File: src/rtl/calc1_port_seq.sv
// calc1_port_seq
// Sequences one request at a time onto a calc1-style command port: the
// command goes out with the first operand, followed by the second operand
// with a zero command. The sequencer then waits a bounded number of cycles
// for a non-zero response code and presents the captured result to the
// consumer with a valid/ready handshake.
//
// Parameters
//   TIMEOUT  cycles to wait for a calc1 response before reporting code 00
//   DW       operand/result width
//
// Ports
//   clk        sole clock, rising edge
//   reset      asynchronous, active-high reset
//   req_valid  upstream request valid
//   req_ready  sequencer idle and able to accept a request
//   req_cmd    command forwarded unmodified to calc1
//   req_op1    first operand
//   req_op2    second operand
//   cmd_in     command driven to the calc1 port
//   data_in    operand driven to the calc1 port
//   out_resp   calc1 response: 00 none, 01 ok, 10 over/underflow, 11 invalid
//   data_out   calc1 result
//   rsp_valid  captured result valid to consumer
//   rsp_ready  consumer accepts the result
//   rsp_code   captured response code; 00 means timeout
//   rsp_data   captured result; 0 on timeout
module calc1_port_seq #(
    parameter int TIMEOUT = 64,
    parameter int DW      = 32
) (
    input  logic          clk,
    input  logic          reset,
    input  logic          req_valid,
    output logic          req_ready,
    input  logic [3:0]    req_cmd,
    input  logic [DW-1:0] req_op1,
    input  logic [DW-1:0] req_op2,
    output logic [3:0]    cmd_in,
    output logic [DW-1:0] data_in,
    input  logic [1:0]    out_resp,
    input  logic [DW-1:0] data_out,
    output logic          rsp_valid,
    input  logic          rsp_ready,
    output logic [1:0]    rsp_code,
    output logic [DW-1:0] rsp_data
);

    typedef enum logic [2:0] {
        IDLE,
        OP1,
        OP2,
        WAIT,
        DONE
    } state_t;

    // Last counter value before the wait is abandoned.
    localparam logic [7:0] CNT_LAST = 8'(TIMEOUT - 1);

    state_t        state;
    state_t        next_state;
    logic [3:0]    cmd_q;
    logic [DW-1:0] op1_q;
    logic [DW-1:0] op2_q;
    logic [7:0]    cnt;
    logic          got_resp;
    logic          timed_out;

    assign got_resp  = (out_resp != 2'b00);
    assign timed_out = (cnt == CNT_LAST);

    // State register
    always_ff @(posedge clk or posedge reset) begin
        if (reset) begin
            state <= IDLE;
        end else begin
            state <= next_state;
        end
    end

    // Next-state and port outputs
    always_comb begin
        next_state = state;
        req_ready  = 1'b0;
        rsp_valid  = 1'b0;
        cmd_in     = '0;
        data_in    = '0;
        case (state)
            IDLE: begin
                req_ready = 1'b1;
                if (req_valid) begin
                    next_state = OP1;
                end
            end
            OP1: begin
                cmd_in     = cmd_q;
                data_in    = op1_q;
                next_state = OP2;
            end
            OP2: begin
                data_in    = op2_q;
                next_state = WAIT;
            end
            WAIT: begin
                // A response arriving on the timeout cycle still wins; both
                // cases leave for DONE, only the captured values differ.
                if (got_resp || timed_out) begin
                    next_state = DONE;
                end
            end
            DONE: begin
                rsp_valid = 1'b1;
                if (rsp_ready) begin
                    next_state = IDLE;
                end
            end
            default: begin
                next_state = IDLE;
            end
        endcase
    end

    // Request latch, wait counter and response capture
    always_ff @(posedge clk or posedge reset) begin
        if (reset) begin
            cmd_q    <= '0;
            op1_q    <= '0;
            op2_q    <= '0;
            cnt      <= '0;
            rsp_code <= '0;
            rsp_data <= '0;
        end else begin
            if (state == IDLE && req_valid) begin
                cmd_q <= req_cmd;
                op1_q <= req_op1;
                op2_q <= req_op2;
            end

            if (state == WAIT) begin
                cnt <= cnt + 8'd1;
            end else begin
                cnt <= '0;
            end

            if (state == WAIT) begin
                if (got_resp) begin
                    rsp_code <= out_resp;
                    rsp_data <= data_out;
                end else if (timed_out) begin
                    rsp_code <= 2'b00;
                    rsp_data <= '0;
                end
            end
        end
    end

endmodule

File: config.mk
export PLATFORM = sky130hd
export DESIGN_NAME = calc1_port_seq
export DESIGN_NICKNAME = d
export VERILOG_FILES = /design/src/rtl/calc1_port_seq.sv
export SDC_FILE = /design/constraint.sdc
export NUM_CORES = 1
export LEC_CHECK = 0
export CORE_UTILIZATION = 49
export CTS_BUF_LIST = sky130_fd_sc_hd__clkbuf_4 sky130_fd_sc_hd__clkbuf_8 sky130_fd_sc_hd__clkbuf_16
export DETAILED_ROUTE_END_ITERATION = 8
export GPL_TIMING_DRIVEN = 0
export PLACE_DENSITY = 0.93
export SLEW_MARGIN = 5
export SYNTH_ARGS = -nofsm -noshare
export SYNTH_HDL_FRONTEND = slang
export SYNTH_SLANG_ARGS = --single-unit
File: constraint.sdc
create_clock -name clk -period 5.6 [get_ports clk]
set_clock_uncertainty 0.05 [all_clocks]
set_input_delay 1.12 -clock clk [delete_from_list [all_inputs] [get_ports clk]]
set_output_delay 1.12 -clock clk [all_outputs]
set_load 0.03 [all_outputs]
======== Word level (Yosys, flattened, before mapping) ========
Index checks and enable logic that the tools add are counted.
word-level totals
  register bits after elaboration ......... 113
operators by class
  add/subtract/negate cells ............... 1
  reduce and logical (&&, ||, !) cells .... 7
  muxes and demuxes ....................... 13
  equality and inequality tests ........... 8
operators by type and width
  kind                                            count
  two-way mux 32 bit                              2
  one-hot mux 32 bit (2 select lines)             1
  one-hot mux 3 bit (5 select lines)              1
  two-way mux 3 bit                               3
  adder 8 x 1 -> 8 bit (second input constant)    1
  == test 8 x 6 -> 1 bit (second input constant)  1
  two-way mux 8 bit                               1
  == test 3 x 2 -> 1 bit (second input constant)  2
  inequality test 2 bit (second input constant)   3
  two-way mux 2 bit                               2
  two-way mux 4 bit                               1
  nonzero test 2 bit                              2
  == test 3 x 1 -> 1 bit (second input constant)  1
  == test 3 bit (second input constant)           1
  zero test 3 bit                                 1
  AND reduction 3 bit                             1
  two-way mux 1 bit                               2
  AND reduction 2 bit                             1
  logical AND 1 bit                               1
  logical OR 1 bit                                1

======== Logic depth before layout (Yosys ltp) ========
Gate-level depths: netlist of the first run.
  depth in word-level cells ............... 4
  depth in mapped cells ................... 7
  gate-level depth less buffers ........... 4

======== Worst setup path after synthesis of the first run ========
Ideal clock, no wire load.
  path type ............................... register to output
  from .................................... reg state[1]
  to ...................................... out data_in[12]
  setup slack ............................. 2.968 ns
  arrival time ............................ 1.462 ns
  stages on the path, launching flop included .. 5
  data required time ...................... 4.430 ns
  cells stage by stage .................... dfrtp_1 -> buf_2 -> nor3b_2 -> clkbuf_1 -> a22o_1
on the way
  cells in the longest elaborated chain, start to end .. 2
  elaborated cells on any way between the ends .. 3
ends and longest elaborated chain
  item                                                                     line  text
  start, declared                                                          60    state_t state;
  start signal, assigned                                                   77    state <= next_state;
  == test 3 x 2 -> 1 bit / == test 3 x 1 -> 1 bit (equally long branches)  88    case (state)
  one-hot mux 32 bit (2 select lines) *                                    88
  end, declared                                                            40    output logic [DW-1:0] data_in,
Mark *: on every way between the ends. The rest lies on a longest branch, timed or not.

======== Final worst setup path of the first run ========
  from .................................... reg state[0]
  to ...................................... out data_in[20]
The elaborated chain is that of the path after synthesis.

==> results of run 1 <==
[through the flow]
stage | setup WS, ns | hold WS, ns | area (um^2) | util [%] | instances
floorplan | 1.443 | 0.4085 | 5177 | - | 396
global placement | 0.009621 | 0.4173 | 7119 | 69.27 | 709
detailed placement | 1.991 | 0.4248 | 7149 | 69.56 | 710
CTS | 1.412 | 0.4364 | 7722 | 75.14 | 741
global route | 1.305 | 0.4487 | 7722 | 75.14 | 741
finish | 1.422 | 0.4363 | 7722 | 75.14 | 741
[cell usage in the layout (no fill, tap or decap), drive strengths merged]
cell / instances
clkinvlp: 4
mux2: 68
o211ai: 4
a211o: 32
o21ai: 4
ha: 1
inv: 6
a31oi: 1
nand2: 3
nor3: 1
clkdlybuf4s50: 177
clkbuf: 32
dfrtp: 113
nand3b: 1
o32ai: 1
xnor2: 1
o21bai: 1
nor3b: 34
buf: 20
nand4: 1
a21oi: 3
nand3: 4
o21a: 1
nor2: 8
bufinv: 2
nand2b: 1
a22o: 33
clkinv: 4
and2: 38
xor2: 2
or3: 3
or3b: 1
[worst max-delay path: cells and delay by family (launching register included)]
kind	cells	cell delay (ns)
buffers and inverters	3	1.34
and+or+nand+nor	1	0.60
DFF	1	0.31
AOI/OAI and AO/OA	1	0.24
[synth_stat cells, types with 6 or more instances]
| cell type | n |
|---|---|
| sky130_fd_sc_hd__inv_1 | 6 |
| sky130_fd_sc_hd__buf_2 | 12 |
| sky130_fd_sc_hd__buf_6 | 6 |
| sky130_fd_sc_hd__and2_1 | 38 |
| sky130_fd_sc_hd__clkbuf_1 | 11 |
| sky130_fd_sc_hd__mux2_4 | 10 |
| sky130_fd_sc_hd__nor3b_1 | 33 |
| sky130_fd_sc_hd__dfrtp_1 | 113 |
| sky130_fd_sc_hd__mux2_2 | 48 |
| sky130_fd_sc_hd__a211o_1 | 30 |
| sky130_fd_sc_hd__a22o_1 | 33 |
| sky130_fd_sc_hd__mux2_1 | 10 |
| sky130_fd_sc_hd__nor2_1 | 8 |
[how the worst min path moves through the flow]
stage	from	to	slack, ns
floorplan	op2_q[25]	op2_q[25]	0.41
finish	op2_q[26]	op2_q[26]	0.44
global route	op2_q[26]	op2_q[26]	0.45
CTS	op2_q[26]	op2_q[26]	0.44
global placement	op2_q[26]	op2_q[26]	0.42
detailed placement	op2_q[26]	op2_q[26]	0.42
[area by class of cell]
cell class / count / area [um^2] / area share [%]
sequential: 113 / 2828 / 36.62
timing repair buffer: 178 / 1799 / 23.30
clock inverter: 10 / 110.1 / 1.426
clock buffer: 21 / 462.9 / 5.995
tap: 136 / 170.2 / 2.203
inverter: 6 / 25.02 / 0.3240
buffer: 30 / 176.4 / 2.285
multi-input combinational: 247 / 2151 / 27.85
[flip-flops by register name, indices dropped and copies added (netlist names)]
signal	flops
op2_q	32
cnt	8
cmd_q	4
rsp_code	2
rsp_data	32
op1_q	32
state	3
[kinds of logic (layout without fill, tap and decap cells)]
family,Yosys count,count (layout),synth area share [%]
buf+inv,36,245,3.842
compound gates,80,80,13.03
xor+xnor,3,3,0.5076
fa+ha+maj,1,1,0.2416
mux,68,68,15.51
simple gates,95,95,12.25
flops,113,113,54.62
[layer usage]
metal	share of wire (%)	track usage [%]	routed length, um
met3	8.9	10.92	1256
met2	50	47.73	7079
met5	0	0	0
met4	2.1	10.46	295
met1	39	29.30	5436
[report_power, final]
group          leakage [nW]  internal, mW  switching [mW]
combinational          1.65          1.21            1.30
clock                 0.275         0.666           0.370
sequential             1.33          1.22           0.258
total                  3.26          3.09            1.93
==> flow_summary.toml, run 1 <==
[timing]
period_minus_slack_ns = 4.178
hold_viol_final = 0
setup_failing_eps_final = 0
maxSlewViolCount = 0
maxClockFrequency_mhz = 239.3
grt_setup_unrepaired = "false"
fin_crit_sh_pct = 74.61
worst_slew_pin_slew_ns = 0.6708
setup-tns-final_ns = 0
timing.slew.headroom_pct = 55.08

[floorplan]
die-area_um2 = 10980
dieHeight_um = 104.8
io_pins = 178
floorplan.initialDensity_pct = 50.38
core_area_um2 = 10280
row_count = 37
die_width_um = 104.8

[grt]
grt_pass1_wl_um = 22720
track_usage_pct = 27.20
gr-total-overflow = 0
antenna_found_initial = 0
first_global_vias = 4470
grt_start_max_net_pins = 66

[cells_and_area]
areaGrowthSynthToFinish_pct = 49.15
final.fill_count = 670
layout.nets = 700
final_layout_size_suffix_gt1_share_pct = 19.34
num_antenna_cells = 0

[routing]
remaining_antenna_violation_count = 0
iteration_0_drc_markers = 170
ratio_of_routed_vias_to_standard_cells = 5.510
total_wirelength_um = 14070
drt-pass1-iter-count = 4
route.detailed.wl_per_inst_um = 18.99
vias = 4083
drc = 0

[worst_setup_path]
timing.rr.end = "rsp_data[20]"
crit_chain = "buf_2 -> nor3b_2 -> clkbuf_1 -> a22o_1 -> clkdlybuf4s50_1"
cp_max_fo = 10
crit_path_start_kind = "flip-flop"
timing.critical_path.required_ns = 4.43
end_kind = "primary output"
path_class = "reg -> out"
reg2reg_path_depth = 5
worst_path_largest_cell_delay_ns = 0.67
timing.critical_path.to = "data_in[20]"
worst_ep_arrival_time_ns = 3.01
critPathLaunch = "state[0]"
critical_path_s_slowest_cell = "sky130_fd_sc_hd__clkdlybuf4s50_1"
reg2reg_setup_slack_ns = 3.68
r2r-start = "cnt[0]"

[outcome]
run_status = "finished clean"

[job]
max-cap-violations = 0

[clock_network]
clock_sinks = 113
postCtsHoldBufs = 0
clockRootBuffer = "sky130_fd_sc_hd__clkbuf_8"
clkSlewWorstSetupHoldPaths_ns = 0.05
cts_htree_levels = 4
tritoncts.num_buffers = 17
clock_tree_from_tritoncts = "done"
clockBufferDepth = 2
post-cts-setup-buffer-count = 0
postCtsResizedCells = 0
clock_insertion_delay_worst_skew_ns = 0.52

[yosys]
synth_top_area_share_pct = 54.62
synth_enable_flop_cells = 0
cell_area_after_synthesis_um2 = 5177
netlist-cell-type-count = 34
synth_cells = 396
synth_nets = 503
syn-mean-instance-area_um2 = 13.07
synth_area_leaders = "sky130_fd_sc_hd__dfrtp_1 (55%), sky130_fd_sc_hd__mux2_2 (10%), sky130_fd_sc_hd__a22o_1 (5.6%)"
warnings_synthesis = 0
synth.yosys.seq_area_share_pct = 54.62
ys_dominant_reg_cell = "sky130_fd_sc_hd__dfrtp_1"
ys_seq_elements = 113
synth_top_cell_by_area = "sky130_fd_sc_hd__dfrtp_1"
synth_async_sr_flop_share_pct = 100.0

[place]
dp.final_hpwl_um = 9684
globalplace.congestion = 0.8172
port_buf_inserts = 177

[hold_path]
hold-path-cell-count = 1
worstHoldPathType = "reg -> reg"

[power]
cellLeakagePower_nw = 3.265
irDropWorstVdd_v = 0.0004556
totalPowerFinal_mw = 5.020
pwr_density_cell_nw_per_um2 = 650.0
Note: power is estimated with default switching activity, not from simulation.
==> run 2, diff against run 1 <==
--- a/config.mk
+++ b/config.mk
@@ -5,11 +5,11 @@
 export SDC_FILE = /design/constraint.sdc
 export NUM_CORES = 1
 export LEC_CHECK = 0
-export CORE_UTILIZATION = 49
+export CORE_UTILIZATION = 46
 export CTS_BUF_LIST = sky130_fd_sc_hd__clkbuf_4 sky130_fd_sc_hd__clkbuf_8 sky130_fd_sc_hd__clkbuf_16
 export DETAILED_ROUTE_END_ITERATION = 8
 export GPL_TIMING_DRIVEN = 0
-export PLACE_DENSITY = 0.93
+export PLACE_DENSITY = 0.88
 export SLEW_MARGIN = 5
 export SYNTH_ARGS = -nofsm -noshare
 export SYNTH_HDL_FRONTEND = slang
==> constraint.sdc (replaced) <==
create_clock -name clk -period 4.2 [get_ports clk]
set_clock_uncertainty 0.05 [all_clocks]
set_input_delay 0.84 -clock clk [delete_from_list [all_inputs] [get_ports clk]]
set_output_delay 0.84 -clock clk [all_outputs]
set_load 0.03 [all_outputs]
==> flow_summary.toml, run 2 (synthesized netlist as in run 1, its figures left out) <==
[outcome]
run_status = "finished clean"

[clock_network]
cts_htree_levels = 4
clkSlewWorstSetupHoldPaths_ns = 0.06
clock_insertion_delay_worst_skew_ns = 0.51
clock_tree_from_tritoncts = "done"
clockBufferDepth = 2
clockRootBuffer = "sky130_fd_sc_hd__clkbuf_8"
tritoncts.num_buffers = 17
postCtsResizedCells = 0
clock_sinks = 113
postCtsHoldBufs = 0
post-cts-setup-buffer-count = 0

[worst_setup_path]
timing.critical_path.required_ns = 3.31
critical_path_buf_inv_count = 3
worst_ep_arrival_time_ns = 2.93
critical_path_s_slowest_cell = "sky130_fd_sc_hd__clkdlybuf4s50_1"
timing.rr.end = "rsp_data[25]"
reg2reg_setup_slack_ns = 2.26
crit_chain = "buf_2 -> nor3b_2 -> clkbuf_1 -> a22o_1 -> clkdlybuf4s50_1"
critPathLaunch = "state[1]"
path_class = "reg -> out"
r2r-start = "cnt[0]"
cpLargestDelayFamily = "buffers and inverters"
end_kind = "primary output"
reg2reg_path_depth = 5
cp_max_fo = 10
crit_path_start_kind = "flip-flop"
worst_path_largest_cell_delay_ns = 0.68

[place]
dp.final_hpwl_um = 9903
globalplace.congestion = 0.8082
port_buf_inserts = 177
post_dp_cell_area_um2 = 7154
place_worst_setup_slack_ns = 0.8881

[hold_path]
hold-path-cell-count = 1
timing.hold.worst_endpoint = "op2_q[29]"
min-delay-start = "op2_q[29]"
worstHoldPathType = "reg -> reg"

[timing]
period_minus_slack_ns = 3.820
grt_setup_unrepaired = "false"
setup_failing_eps_final = 0
timing.slew.headroom_pct = 59.21
worst_slew_pin_slew_ns = 0.6119
setup_ws_ns = 0.3801
hold_viol_final = 0
fin_crit_sh_pct = 90.95
maxClockFrequency_mhz = 261.8
maxSlewViolCount = 0

[grt]
grt_start_max_net_pins = 68
grt_pass1_wl_um = 21350
first_global_vias = 4278
gr-total-overflow = 0
track_usage_pct = 24.46
antenna_found_initial = 0

[routing]
route.detailed.wl_per_inst_um = 18.23
ratio_of_routed_vias_to_standard_cells = 5.344
drt-pass1-iter-count = 4
remaining_antenna_violation_count = 0
iteration_0_drc_markers = 231
total_wirelength_um = 13570
vias = 3976
drc = 0

[cells_and_area]
top_regs = "op1_q: 32 flops, op2_q: 32 flops, rsp_data: 32 flops"
most_common_cell_after_layout_fill_and_taps_aside = "sky130_fd_sc_hd__clkdlybuf4s50_1"
areaGrowthSynthToFinish_pct = 48.31
final_layout_size_suffix_gt1_share_pct = 19.21
final.fill_count = 778
layout.nets = 700
postLayoutCellArea_um2 = 7679
num_antenna_cells = 0
commonest_cells_after_routing_fill_and_taps_aside = "sky130_fd_sc_hd__clkdlybuf4s50_1 (177), sky130_fd_sc_hd__dfrtp_1 (113), sky130_fd_sc_hd__mux2_2 (48), sky130_fd_sc_hd__and2_1 (38)"

[floorplan]
row_count = 38
core_area_um2 = 10890
dieHeight_um = 108.1
floorplan.initialDensity_pct = 47.55
die-area_um2 = 11680
io_pins = 178
die_width_um = 108.1

[power]
cellLeakagePower_nw = 3.256
irDropWorstVdd_v = 0.0005347
pwr_density_cell_nw_per_um2 = 850.8

[job]
max-cap-violations = 0
run 2: changes by cell type in the layout (fill, tap and decap cells not counted):
cell                         before  now
sky130_fd_sc_hd__clkbuf_4         1    3
sky130_fd_sc_hd__bufinv_16        2    0
sky130_fd_sc_hd__clkinvlp_4       4    1
sky130_fd_sc_hd__clkbuf_8         4    5
sky130_fd_sc_hd__clkinv_2         4    5
run 2: how the worst max path moves through the flow:
stage	cells past startpoint	end
final	5	data_in[13]
after global routing	5	data_in[13]
after CTS	5	data_in[13]
after detailed placement	5	data_in[13]
after global placement	2	cmd_q[3]
after floorplan	1	cmd_q[0]
run 2: layer usage:
layer,wire length (um),track usage [%]
met5,0,0
met4,144,10.08
met3,1256,9.102
met2,6951,43.49
met1,5212,25.97
run 2: cell type report:
| class | instances | area [um^2] | area share [%] |
|---|---|---|---|
| Inverter | 6 | 25.02 | 0.3259 |
| Clock inverter | 6 | 32.53 | 0.4237 |
| Buffer | 30 | 176.4 | 2.298 |
| Timing Repair Buffer | 178 | 1799 | 23.43 |
| Multi-Input combinational cell | 247 | 2151 | 28.01 |
| Sequential cell | 113 | 2828 | 36.83 |
| Tap cell | 140 | 175.2 | 2.281 |
| Clock buffer | 24 | 491.7 | 6.404 |
run 2: metrics by stage:
step                power (mW)  util (%)  TNS (ns)  cells  hold slack [ns]
global placement         5.156     65.43   -130.32    713           0.4177
CTS                      6.580     70.52         0    744           0.4371
detailed placement       5.291     65.71         0    714           0.4256
finish                   6.533     70.52         0    744           0.4333
global route             6.889     70.52         0    744           0.4640
floorplan                4.027         -         0    396           0.4085
run 2: report_power, final:
part,leakage [nW],internal [mW],total (mW),switching (mW)
Clock,0.267,0.793,1.25,0.462
Sequential,1.33,1.62,1.95,0.324
Combinational,1.65,1.61,3.33,1.72
Total,3.26,4.03,6.53,2.51
==> run 3, diff against run 2 <==
==> constraint.sdc (replaced) <==
create_clock -name clk -period 4 [get_ports clk]
set_clock_uncertainty 0.05 [all_clocks]
set_input_delay 0.8 -clock clk [delete_from_list [all_inputs] [get_ports clk]]
set_output_delay 0.8 -clock clk [all_outputs]
set_load 0.03 [all_outputs]
==> results of run 3 <==
Same layout as run 2 (identical final DEF). Status: finished clean.
Among the figures that moved: setup slack after placement 0.8881 ns -> 0.7281 ns; setup slack after layout 0.3801 ns -> 0.2201 ns; register-to-register setup slack 2.26 ns -> 2.06 ns; total power 6.533 mW -> 6.859 mW; worst IR drop on VDD 0.0005347 V -> 0.0005614 V
